File: config.mk
export PLATFORM = sky130hd
export DESIGN_NAME = adc_fill_reader
export DESIGN_NICKNAME = d
export VERILOG_FILES = /design/src/rtl/adc_fill_reader.sv
export SDC_FILE = /design/constraint.sdc
export NUM_CORES = 1
export LEC_CHECK = 0
export CAP_MARGIN = 25
export CORE_MARGIN = 3
export CORE_UTILIZATION = 35
export CTS_CLUSTER_DIAMETER = 60
export DETAILED_ROUTE_END_ITERATION = 12
export PLACE_DENSITY = 0.61
export SKIP_LAST_GASP = 1
export SYNTH_ARGS = -nofsm -noshare
export SYNTH_HDL_FRONTEND = slang
export SYNTH_SLANG_ARGS = --single-unit
File: constraint.sdc
create_clock -name clk -period 6.29 [get_ports clk]
set_clock_uncertainty 0.1 [all_clocks]
set_input_delay 0.629 -clock clk [delete_from_list [all_inputs] [get_ports clk]]
set_output_delay 0.629 -clock clk [all_outputs]
set_load 0.005 [all_outputs]
File: src/rtl/adc_fill_reader.sv
// adc_fill_reader: decodes one DDR3 fill stream (header, N data words,
// checksum word), unpacks each data word into four 24-bit sample beats and
// re-checks the fill checksum against the stored checksum word.
// Optional lane sign-extension checking is enabled by defining
// ADC_FILL_READER_SEXT_CHECK_EN; without it sext_err is tied to 0.
module adc_fill_reader #(
    parameter int         CHK_STRIDE = 4,
    parameter logic [1:0] HDR_TAG    = 2'b01
) (
    input  logic         clk,
    input  logic         rst_n,
    input  logic [127:0] rd_dat,
    input  logic         rd_valid,
    output logic         rd_ready,
    output logic [23:0]  sample_dat,
    output logic         sample_valid,
    input  logic         sample_ready,
    output logic         sample_last,
    output logic [23:0]  fill_num,
    output logic [22:0]  burst_start_adr,
    output logic [23:0]  num_fill_bursts,
    output logic [15:0]  channel_tag,
    output logic [1:0]   fill_type,
    output logic         hdr_valid,
    output logic         hdr_err,
    output logic         fill_done,
    output logic         chk_err,
    output logic         sext_err,
    output logic         busy
);

    typedef enum logic [1:0] {
        S_HDR  = 2'd0,
        S_DATA = 2'd1,
        S_CHK  = 2'd2
    } state_t;

    // Word positions whose low bits are all ones feed the checksum.
    localparam logic [23:0] STRIDE_MASK = 24'(CHK_STRIDE - 1);

    state_t         state;
    state_t         state_next;
    logic [127:0]   unpack_word;
    logic           buf_full;
    logic [1:0]     beat;
    logic [23:0]    word_cnt;
    logic [127:0]   checksum;

    logic           rd_acc;
    logic           smp_acc;
    logic           hdr_ok;
    logic           hdr_acc;
    logic           bad_acc;
    logic           data_acc;
    logic           chk_acc;
    logic           words_left;
    logic           last_word;
    logic           beat_done;
    logic           stride_hit;
    logic [6:0]     beat_base;

    assign rd_acc     = rd_valid && rd_ready;
    assign smp_acc    = sample_valid && sample_ready;
    assign hdr_ok     = (rd_dat[127:126] == HDR_TAG);
    assign hdr_acc    = rd_acc && (state == S_HDR) && hdr_ok;
    assign bad_acc    = rd_acc && (state == S_HDR) && !hdr_ok;
    assign data_acc   = rd_acc && (state == S_DATA);
    assign chk_acc    = rd_acc && (state == S_CHK);
    assign words_left = (word_cnt != num_fill_bursts);
    assign last_word  = (word_cnt == num_fill_bursts);
    assign beat_done  = smp_acc && (beat == 2'd3);
    assign stride_hit = ((word_cnt & STRIDE_MASK) == STRIDE_MASK);
    assign beat_base  = {beat, 5'd0};

    // State register.
    always_ff @(posedge clk or negedge rst_n) begin
        if (!rst_n) begin
            state <= S_HDR;
        end else begin
            state <= state_next;
        end
    end

    // Next-state: header -> data (or straight to checksum for an empty fill),
    // data -> checksum once the final beat leaves, checksum -> header.
    always_comb begin
        state_next = state;
        case (state)
            S_HDR: begin
                if (hdr_acc) begin
                    state_next = (rd_dat[87:64] == 24'd0) ? S_CHK : S_DATA;
                end
            end
            S_DATA: begin
                if (sample_last && sample_ready) begin
                    state_next = S_CHK;
                end
            end
            S_CHK: begin
                if (rd_acc) begin
                    state_next = S_HDR;
                end
            end
            default: state_next = S_HDR;
        endcase
    end

    // Outputs: a new data word is pulled when the buffer is empty or its last
    // beat is leaving this cycle, but never past the fill's word count.
    always_comb begin
        rd_ready     = 1'b0;
        sample_valid = 1'b0;
        sample_last  = 1'b0;
        sample_dat   = {unpack_word[beat_base + 7'd16 +: 12], unpack_word[beat_base +: 12]};
        busy         = (state != S_HDR);
        case (state)
            S_HDR:  rd_ready = 1'b1;
            S_DATA: begin
                rd_ready     = words_left && (!buf_full || beat_done);
                sample_valid = buf_full;
                sample_last  = buf_full && (beat == 2'd3) && last_word;
            end
            S_CHK:  rd_ready = 1'b1;
            default: rd_ready = 1'b0;
        endcase
        if (!rst_n) begin
            rd_ready = 1'b0;
        end
    end

    // Header field capture; fields survive until the next good header.
    always_ff @(posedge clk or negedge rst_n) begin
        if (!rst_n) begin
            fill_num        <= '0;
            burst_start_adr <= '0;
            num_fill_bursts <= '0;
            channel_tag     <= '0;
            fill_type       <= '0;
            hdr_valid       <= 1'b0;
        end else if (hdr_acc) begin
            fill_num        <= rd_dat[23:0];
            burst_start_adr <= rd_dat[48:26];
            num_fill_bursts <= rd_dat[87:64];
            channel_tag     <= rd_dat[111:96];
            fill_type       <= rd_dat[113:112];
            hdr_valid       <= 1'b1;
        end else if (chk_acc) begin
            hdr_valid <= 1'b0;
        end
    end

    // Unpack buffer: a refill on the same cycle as the last beat wins, so
    // consecutive words stream without a bubble.
    always_ff @(posedge clk or negedge rst_n) begin
        if (!rst_n) begin
            unpack_word <= '0;
            buf_full    <= 1'b0;
            beat        <= 2'd0;
        end else if (data_acc) begin
            unpack_word <= rd_dat;
            buf_full    <= 1'b1;
            beat        <= 2'd0;
        end else if (smp_acc) begin
            if (beat == 2'd3) begin
                buf_full <= 1'b0;
            end else begin
                beat <= beat + 2'd1;
            end
        end
    end

    // Running checksum seeded with the header; stride phase follows word_cnt.
    always_ff @(posedge clk or negedge rst_n) begin
        if (!rst_n) begin
            checksum <= '0;
            word_cnt <= '0;
        end else if (hdr_acc) begin
            checksum <= rd_dat;
            word_cnt <= '0;
        end else if (data_acc) begin
            if (stride_hit) begin
                checksum <= checksum ^ rd_dat;
            end
            word_cnt <= word_cnt + 24'd1;
        end
    end

    // Single-cycle status pulses following a rejected header or checksum word.
    always_ff @(posedge clk or negedge rst_n) begin
        if (!rst_n) begin
            hdr_err   <= 1'b0;
            fill_done <= 1'b0;
            chk_err   <= 1'b0;
        end else begin
            hdr_err   <= bad_acc;
            fill_done <= chk_acc;
            chk_err   <= chk_acc && (rd_dat != checksum);
        end
    end

`ifdef ADC_FILL_READER_SEXT_CHECK_EN
    logic lane_bad;

    // Each 16-bit lane must carry four copies of its 12-bit sample's sign bit.
    always_comb begin
        lane_bad = 1'b0;
        for (int j = 0; j < 8; j++) begin
            if (rd_dat[16*j+12 +: 4] != {4{rd_dat[16*j+11]}}) begin
                lane_bad = 1'b1;
            end
        end
    end

    // Sticky sign-extension error, cleared only by the next good header.
    always_ff @(posedge clk or negedge rst_n) begin
        if (!rst_n) begin
            sext_err <= 1'b0;
        end else if (hdr_acc) begin
            sext_err <= 1'b0;
        end else if (data_acc && lane_bad) begin
            sext_err <= 1'b1;
        end
    end
`else
    assign sext_err = 1'b0;
`endif

endmodule
==> results of run 1 <==
## per-stage QoR
step	hold WS [ns]	total power, uW	setup slack [ns]	utilization [%]
finish	0.375	9240	2.35	44.7
CTS	0.378	9330	2.41	44.6
global placement	0.358	6860	2.26	41.9
detailed placement	0.363	6970	2.20	41.9
global route	0.397	9780	2.11	44.7
floorplan	0.233	5360	3.94	-
## report_power, final
group | internal [uW] | leakage (uW) | total [uW] | switching, uW
registers | 3110 | 0.00434 | 3790 | 675
clock network | 1340 | 0.000641 | 2310 | 966
logic | 1760 | 0.00416 | 3150 | 1390
total | 6220 | 0.00914 | 9240 | 3030
## final timing paths
check                                                       end  slack, ns  depth (start not counted)
worst min register to register      channel_tag[13]$_DFFE_PN0P_       0.38                          2
worst max register to register         checksum[74]$_DFFE_PN0P_       2.96                          6
min in group asynchronous       burst_start_adr[20]$_DFFE_PN0P_       0.41                          2
max in group asynchronous          unpack_word[122]$_DFFE_PN0P_       4.27                          3
worst max-delay path                   checksum[74]$_DFFE_PN0P_       2.35                          9
worst min-delay path                channel_tag[13]$_DFFE_PN0P_       0.38                          2
## sequential cells by signal (all words and copies together), names as in the netlist, 16 cells and up
register	flops
burst_start_adr	23
channel_tag	16
checksum	128
fill_num	24
num_fill_bursts	24
unpack_word	96
word_cnt	24
## critical path, delay by kind of cell
family / cells / cell delay (ns)
and+or+nand+nor: 3 / 1.37
buffers and inverters: 3 / 1.66
AOI/OAI and AO/OA: 3 / 0.52
## metal layers
| metal | routed length [um] | track usage (%) | vias up |
|---|---|---|---|
| met5 | 0 | 0 | - |
| met4 | 1740 | 7.21 | 0 |
| met3 | 3160 | 3.77 | 94 |
| met2 | 24800 | 32.1 | 436 |
| met1 | 24900 | 29.7 | 6858 |
| li1 | - | - | 6382 |
## synthesized netlist by cell type (12+ instances only)
library cell | number | area [um2]
xor2_1 | 71 | 622
a21o_1 | 31 | 233
a21oi_1 | 107 | 536
o22ai_1 | 70 | 438
mux2_2 | 46 | 518
mux4_2 | 24 | 541
o21a_1 | 26 | 195
xnor2_1 | 78 | 683
nor4_1 | 26 | 163
a41oi_1 | 14 | 123
inv_1 | 13 | 48.8
buf_2 | 28 | 140
nand3_1 | 12 | 60.1
mux2_1 | 46 | 518
nor2_1 | 83 | 312
nand4_1 | 28 | 175
nand2_1 | 392 | 1470
o21ai_0 | 81 | 405
clkbuf_1 | 45 | 169
dfrtp_1 | 346 | 8660
## layout make-up
class / instances / area [um2]
sequential: 346 / 8660
antenna: 1 / 2.50
tap: 615 / 769
clock buffer: 60 / 1210
timing repair buffer: 274 / 2750
fill: 4417 / 26500
inverter: 13 / 48.8
multi-input combinational: 1238 / 7930
clock inverter: 10 / 82.6
## logic make-up (layout without fill, tap and decap cells)
group / after synthesis / after routing / share of synthesized area (%)
other cells: 1 / 2 / 0.0220
xor+xnor: 149 / 149 / 7.65
mux: 117 / 117 / 9.30
buf+inv: 102 / 357 / 2.93
fa+ha+maj: 2 / 2 / 0.147
compound gates: 374 / 374 / 13.9
simple gates: 595 / 595 / 15.2
flops: 346 / 346 / 50.8
==> flow_summary.yaml, run 1 <==
place:
  postPlaceCellArea_mm2: 0.0201
  io_buffers: 252
  place_hpwl_mm: 38.1
  dp_cells: 2483
  routabilityCongestion: 0.868
cts:
  ctsHoldBuffers: 1
  clockBufferDepth: 3
  cts_made_buffers: 42
  clock-sinks: 346
  h-tree-depth: 2
  cts_root_buf: "clkbuf_16"
  tritoncts: "done"
  postCtsSetupBuffers: 0
  clk_latency_ns: 0.57
  path_clk_slew_ns: 0.06
  cts_resized: 0
min_path:
  min_path_type: "flop to flop"
  min-delay-start: "channel_tag[13]$_DFFE_PN0P_"
finish:
  final_common_cell: "nand2_1"
  synthToLayoutAreaGrowth_pct: 25.8
  design_area_mm2: 0.0214
  final_nets: 2049
  drive_above_1_share_pct: 9.43
  layout.cells.non_filler: 2557
  most-common-layout-cells: "nand2_1, dfrtp_1, clkdlybuf4s50_1, a21oi_1, nor2_1"
timing:
  setup_viol: 0
  worst_slew_pin_slew_ns: 1.07
  max-slew-margin-rel_pct: 28.9
  slew_viol_final: 0
  rsz0062_at_grt: "false"
  setup_tns_ns: 0
  period_share_pct: 62.6
  fmaxAchievable_mhz: 254
  fin_crit_ns: 3.94
  hold_viol: 0
worst_setup_path:
  path_class: "primary input to flop"
  crit_slowest_cell: "buf_4"
  cp.arrival_ns: 4.34
  critPathLaunchType: "primary input"
  max_stage_delay_ns: 0.89
  path_cells: "dlygate4sd3_1, buf_8, nand2_1, or2_0, or3_4, buf_4, a21oi_1, a41oi_2, o21a_1"
  rr_startpoint: "state[1]$_DFFE_PN0P_"
  cp-end-kind: "flop"
  timing.critical_path.from: "rst_n"
  required_ns: 6.69
  crit_fanout: 89
power_and_ir_drop:
  power.density_mw_per_mm2: 431
  ir_worst_vdd_uv: 185
  p_leak_uw: 0.00914
floorplanning:
  chipWidth_um: 227
  num_rows: 80
  die_h_um: 227
  die-area_mm2: 0.0514
  core_area_mm2: 0.0479
  ios: 254
  start_util_pct: 35.6
synthesis:
  async_flop_share_pct: 100
  yosysWarnings: 0
  ys_seq_elements: 346
  ys.flop_type: "dfrtp_1"
  syn_avg_cell_area_um2: 10.1
  synthesis.instances: 1686
  ys_seq_area_share_pct: 50.8
  synth.distinct_cells: 63
  synth_fp_nets: 1820
  netlist_area_mm2: 0.0171
  synth_edf_count: 0
run_status:
  outcome: "finished clean"
routing:
  vias: 13800
  postRouteAntennaNets: 0
  drtIter0Drc: 879
  via_per_inst: 5.39
  wire_per_inst_um: 21.4
  wl_mm: 54.7
  drc: 0
  dr.pass1.iters: 5
grt:
  track_usage_pct: 20.9
  grt_pass1_wl_mm: 81.3
  grt_max_degree: 171
  grt_antenna_before_repair: 1
  grt_pass1_vias: 13200
  grt.overflow.total: 0
job:
  cap_violations: 0
Note: power is estimated with default switching activity, not from simulation.
==> run 2, diff against run 1 <==
==> constraint.sdc (replaced) <==
create_clock -name clk -period 4.1 [get_ports clk]
set_clock_uncertainty 0.1 [all_clocks]
set_input_delay 0.41 -clock clk [delete_from_list [all_inputs] [get_ports clk]]
set_output_delay 0.41 -clock clk [all_outputs]
set_load 0.005 [all_outputs]
==> flow_summary.yaml, run 2 (synthesized netlist as in run 1, its figures left out) <==
run_status:
  outcome: "finished clean"
place:
  place_hpwl_mm: 39.5
  routabilityCongestion: 0.930
  dp_cells: 2499
  io_buffers: 252
  postPlaceCellArea_mm2: 0.0203
grt:
  grt_pass1_vias: 13500
  grt_antenna_before_repair: 7
  grt_pass1_wl_mm: 83.6
  grt.overflow.total: 0
  grt_max_degree: 125
  track_usage_pct: 21.5
finish:
  final_nets: 2063
  synthToLayoutAreaGrowth_pct: 27.0
  layout.cells.non_filler: 2579
  drive_above_1_share_pct: 10.2
  most-common-layout-cells: "nand2_1, dfrtp_1, clkdlybuf4s50_1, a21oi_1, nor2_1"
  design_area_mm2: 0.0217
  largest_reg_flops: 128
  reg.largest.list: "checksum (128), unpack_word (96)"
  nFillCells: 4421
  final_common_cell: "nand2_1"
  top_register: "checksum"
routing:
  drc: 0
  wire_per_inst_um: 21.8
  vias: 13900
  wl_mm: 56.3
  via_per_inst: 5.38
  dr.pass1.iters: 5
  postRouteAntennaNets: 0
  drtIter0Drc: 1047
floorplanning:
  start_util_pct: 35.6
  chipWidth_um: 227
  core_area_mm2: 0.0479
  num_rows: 80
  ios: 254
  die-area_mm2: 0.0514
  die_h_um: 227
timing:
  rsz0062_at_grt: "false"
  hold_viol: 0
  fmaxAchievable_mhz: 287
  worst_slew_pin_slew_ns: 0.908
  max-slew-margin-rel_pct: 39.5
  setup_tns_ns: 0
  fin_hold_ws_ns: 0.244
  fin_crit_ns: 3.48
  setup_viol: 0
  period_share_pct: 85.0
  slew_viol_final: 0
cts:
  h-tree-depth: 2
  clock-sinks: 346
  cts_made_buffers: 42
  cts_resized: 0
  clockBufferDepth: 3
  cts_root_buf: "clkbuf_16"
  tritoncts: "done"
  clk_latency_ns: 0.56
  path_clk_slew_ns: 0.06
power_and_ir_drop:
  total_power_uw: 14500
  power.density_mw_per_mm2: 667
  intPower_uw: 9740
  power.share.clock_pct: 26.0
  p_seq_share_pct: 40.3
  p_leak_uw: 0.00924
  swShare_pct: 32.6
  netSwitchingPower_uw: 4720
  ir_worst_vdd_uv: 319
  power_frac_comb_pct: 33.8
worst_setup_path:
  cp-end-kind: "output pin"
  path_class: "flop to output pin"
  cp.arrival_ns: 2.97
  crit_fanout: 5
  required_ns: 3.59
  critPathLaunchType: "flop"
min_path:
  min_path_type: "primary input to asynchronous set/reset pin"
job:
  cap_violations: 0
==> run 2: changes by cell type in the layout (fill, tap and decap cells not counted), moves of 2 or more <==
cell / previous run / this run
clkbuf_1: 10 / 13
buf_4: 17 / 30
bufinv_16: 0 / 2
clkinvlp_4: 0 / 2
clkbuf_8: 7 / 10
clkinv_2: 5 / 3
buf_12: 2 / 5
==> run 2: timing repair <==
action | 4_1_cts | 5_1_grt
hold buffers | 1 | 0
buffers inserted | 0 | 0
endpoints found under the hold margin | 40 | 0
==> run 2: per-stage QoR <==
stage / worst slack [ns] / utilization (%)
2_1_floorplan: 1.88 / -
3_3_place_gp: 0.779 / 42.3
3_5_place_dp: 0.736 / 42.3
4_1_cts: 0.538 / 45.2
5_1_grt: 0.329 / 45.2
6_report: 0.617 / 45.2
==> run 2: final timing paths <==
check                                          from                        end  slack (ns)  depth (start not counted)
max                         word_cnt[9]$_DFFE_PN0P_                   rd_ready        0.62                          7
min                                           rst_n  checksum[111]$_DFFE_PN0P_        0.24                          2
max in group asynchronous                     rst_n   checksum[14]$_DFFE_PN0P_        1.74                          4
min reg2reg                fill_num[18]$_DFFE_PN0P_   fill_num[18]$_DFFE_PN0P_        0.38                          2
min in group clk           fill_num[18]$_DFFE_PN0P_   fill_num[18]$_DFFE_PN0P_        0.38                          2
max reg2reg                 word_cnt[9]$_DFFE_PN0P_   checksum[46]$_DFFE_PN0P_        0.76                          7
==> run 2: area by class of cell <==
type | count | area (um2) | area share [%]
antenna | 2 | 5.00 | 0.0231
multi-input combinational | 1238 | 7930 | 36.6
inverter | 13 | 48.8 | 0.225
timing repair buffer | 288 | 2860 | 13.2
clock inverter | 11 | 125 | 0.578
clock buffer | 66 | 1260 | 5.83
tap | 615 | 769 | 3.55
sequential | 346 | 8660 | 40.0
==> run 2: worst max-delay path, cell delays in order, from the launching register on <==
cell and delay, ns:
dfrtp_1 0.43, xor2_1 0.20, nor4_2 0.51, nand4_1 0.29, nor2_1 0.26, o31ai_1 0.12
and2_1 0.18, clkdlybuf4s50_1 0.44
==> run 2: routing by layer <==
| metal | track usage [%] | vias up | share of wire (%) |
|---|---|---|---|
| li1 | - | 6408 | - |
| met1 | 30.2 | 6927 | 45 |
| met2 | 32.8 | 446 | 45 |
| met3 | 4.26 | 102 | 6.4 |
| met4 | 8.54 | 4 | 3.7 |
| met5 | 0 | - | 0.046 |
==> run 2: power by group through the flow <==
stage	logic [uW]	clock network [uW]	registers, uW
2_1_floorplan	2630	0	5580
3_3_place_gp	4790	0	5790
3_5_place_dp	4880	0	5870
4_1_cts	4920	3840	5820
5_1_grt	5340	3960	5990
6_report	4890	3750	5820
==> run 3, diff against run 2 <==
--- a/config.mk
+++ b/config.mk
@@ -10,7 +10,7 @@
 export CORE_UTILIZATION = 35
 export CTS_CLUSTER_DIAMETER = 60
 export DETAILED_ROUTE_END_ITERATION = 12
-export PLACE_DENSITY = 0.61
+export PLACE_DENSITY = 0.63
 export SKIP_LAST_GASP = 1
 export SYNTH_ARGS = -nofsm -noshare
 export SYNTH_HDL_FRONTEND = slang
==> constraint.sdc (replaced) <==
create_clock -name clk -period 3.1 [get_ports clk]
set_clock_uncertainty 0.1 [all_clocks]
set_input_delay 0.31 -clock clk [delete_from_list [all_inputs] [get_ports clk]]
set_output_delay 0.31 -clock clk [all_outputs]
set_load 0.005 [all_outputs]
==> flow_summary.yaml, run 3 (synthesized netlist as in run 1, its figures left out) <==
floorplanning:
  ios: 254
  die-area_mm2: 0.0514
  die_h_um: 227
  num_rows: 80
  start_util_pct: 35.6
  core_area_mm2: 0.0479
  chipWidth_um: 227
worst_setup_path:
  critPathTopFamily: "buffers and inverters"
  cp_num_buf_inv: 6
  path_class: "flop to flop"
  cp-end-kind: "flop"
  crit_slowest_cell: "o211ai_1"
  cp.arrival_ns: 3.35
  required_ns: 3.45
  crit_fanout: 5
  cpMostUsedCell: "buf_4"
  max_stage_delay_ns: 0.48
  path_cells: "xor2_2, nor4_2, nand4_1, buf_4, buf_4, buf_4, buf_4, buf_4, buf_4, o211ai_1, xnor2_1, and2_1"
  critPathLaunchType: "flop"
routing:
  wire_per_inst_um: 22.4
  wl_mm: 59.4
  met1_length_mm: 26.4
  via_per_inst: 5.41
  dr.pass1.iters: 5
  postRouteAntennaNets: 0
  highest_layer: "met4"
  dr_wl_met2_mm: 27.2
  drc: 0
  drtIter0Drc: 1199
  vias: 14400
  wl_met3_mm: 4.11
timing:
  hold_viol: 0
  setup_tns_ns: 0
  period_share_pct: 96.9
  setup_viol: 0
  rsz0062_at_grt: "false"
  fin_crit_ns: 3.00
  setup_ws_ns: 0.0959
  fmaxAchievable_mhz: 333
  worst_slew_pin_slew_ns: 0.923
  slew_viol_final: 0
  max-slew-margin-rel_pct: 38.5
grt:
  grt.overflow.total: 0
  grt_pass1_wl_mm: 88.7
  track_usage_pct: 22.8
  grt_pass1_vias: 14200
  grt_antenna_before_repair: 1
  grt_max_degree: 149
finish:
  final_common_cell: "nand2_1"
  top_register: "checksum"
  largest_reg_flops: 128
  drive_above_1_share_pct: 14.4
  final_nets: 2138
  reg.largest.list: "checksum (128), unpack_word (96)"
  fin_util_pct: 46.9
  synthToLayoutAreaGrowth_pct: 31.9
  most-common-layout-cells: "nand2_1, dfrtp_1, clkdlybuf4s50_1, a21oi_1, buf_4"
job:
  cap_violations: 0
place:
  dp_worst_setup_slack_ns: 0.341
  io_buffers: 252
  place_hpwl_mm: 42.6
  routabilityCongestion: 0.933
power_and_ir_drop:
  power.density_mw_per_mm2: 868
  p_leak_uw: 0.00971
  ir_worst_vdd_uv: 385
cts:
  clockBufferDepth: 3
  cts_made_buffers: 42
  path_clk_slew_ns: 0.06
  clk_latency_ns: 0.56
  h-tree-depth: 2
  clock-sinks: 346
  tritoncts: "done"
  cts_root_buf: "clkbuf_16"
run_status:
  outcome: "finished clean"
min_path:
  min_path_type: "primary input to flop"
-- run 3: layer usage --
metal	vias up	GRT usage, %
met5	-	0
met4	0	6.40
met3	87	4.74
met2	510	35.6
met1	7192	32.2
li1	6569	-
-- run 3: final cells by class --
| type | instances | area (um2) |
|---|---|---|
| multi-input combinational | 1238 | 7980 |
| timing repair buffer | 363 | 3590 |
| sequential | 346 | 8660 |
| clock inverter | 14 | 153 |
| fill | 4343 | 25400 |
| clock buffer | 64 | 1280 |
| inverter | 13 | 48.8 |
| tap | 615 | 769 |
| antenna | 2 | 5.00 |
-- run 3: power breakdown --
group	switching (uW)	total [uW]	internal, uW
Clock	2030	5070	3040
Combinational	3000	6780	3780
Sequential	1380	7700	6320
Total	6400	19500	13100
-- run 3: per-stage QoR --
step / hold WS [ns] / instances / cell area (um2) / power (uW)
2_1_floorplan: -0.0856 / 1686 / 17100 / 10900
3_3_place_gp: 0.358 / 2547 / 20700 / 14100
3_5_place_dp: 0.362 / 2547 / 20700 / 14400
4_1_cts: 0.269 / 2643 / 22300 / 19600
5_1_grt: 0.319 / 2653 / 22500 / 20700
6_report: 0.291 / 2655 / 22500 / 19500
-- run 3: what timing repair did --
action / CTS / global route
setup buffers: 17 / 9
endpoints found under the hold margin: 145 / 0
pin swaps: 8 / 9
setup endpoints to repair: 2 / 132
hold buffers: 1 / 0
resized for setup: 1 / 13
-- run 3: final timing paths --
check / startpoint / to / slack, ns / cells after the start
max: word_cnt[19]$_DFFE_PN0P_ / word_cnt[7]$_DFFE_PN0P_ / 0.1 / 12
max reg2reg: word_cnt[19]$_DFFE_PN0P_ / word_cnt[7]$_DFFE_PN0P_ / 0.1 / 12
min in group asynchronous: rst_n / num_fill_bursts[1]$_DFFE_PN0P_ / 0.40 / 3
min: rd_dat[124] / checksum[124]$_DFFE_PN0P_ / 0.29 / 3
min reg2reg: fill_num[19]$_DFFE_PN0P_ / fill_num[19]$_DFFE_PN0P_ / 0.37 / 2
max in group asynchronous: rst_n / beat[0]$_DFFE_PN0P_ / 0.92 / 4
-- run 3: worst register-to-register path, delay by kind of cell, from the launching register on --
family	cells	cell delay (ns)
buffers and inverters	6	0.80
and+or+nand+nor	3	0.73
AOI/OAI and AO/OA	1	0.48
DFF	1	0.45
xor gates and xnor gates	2	0.35
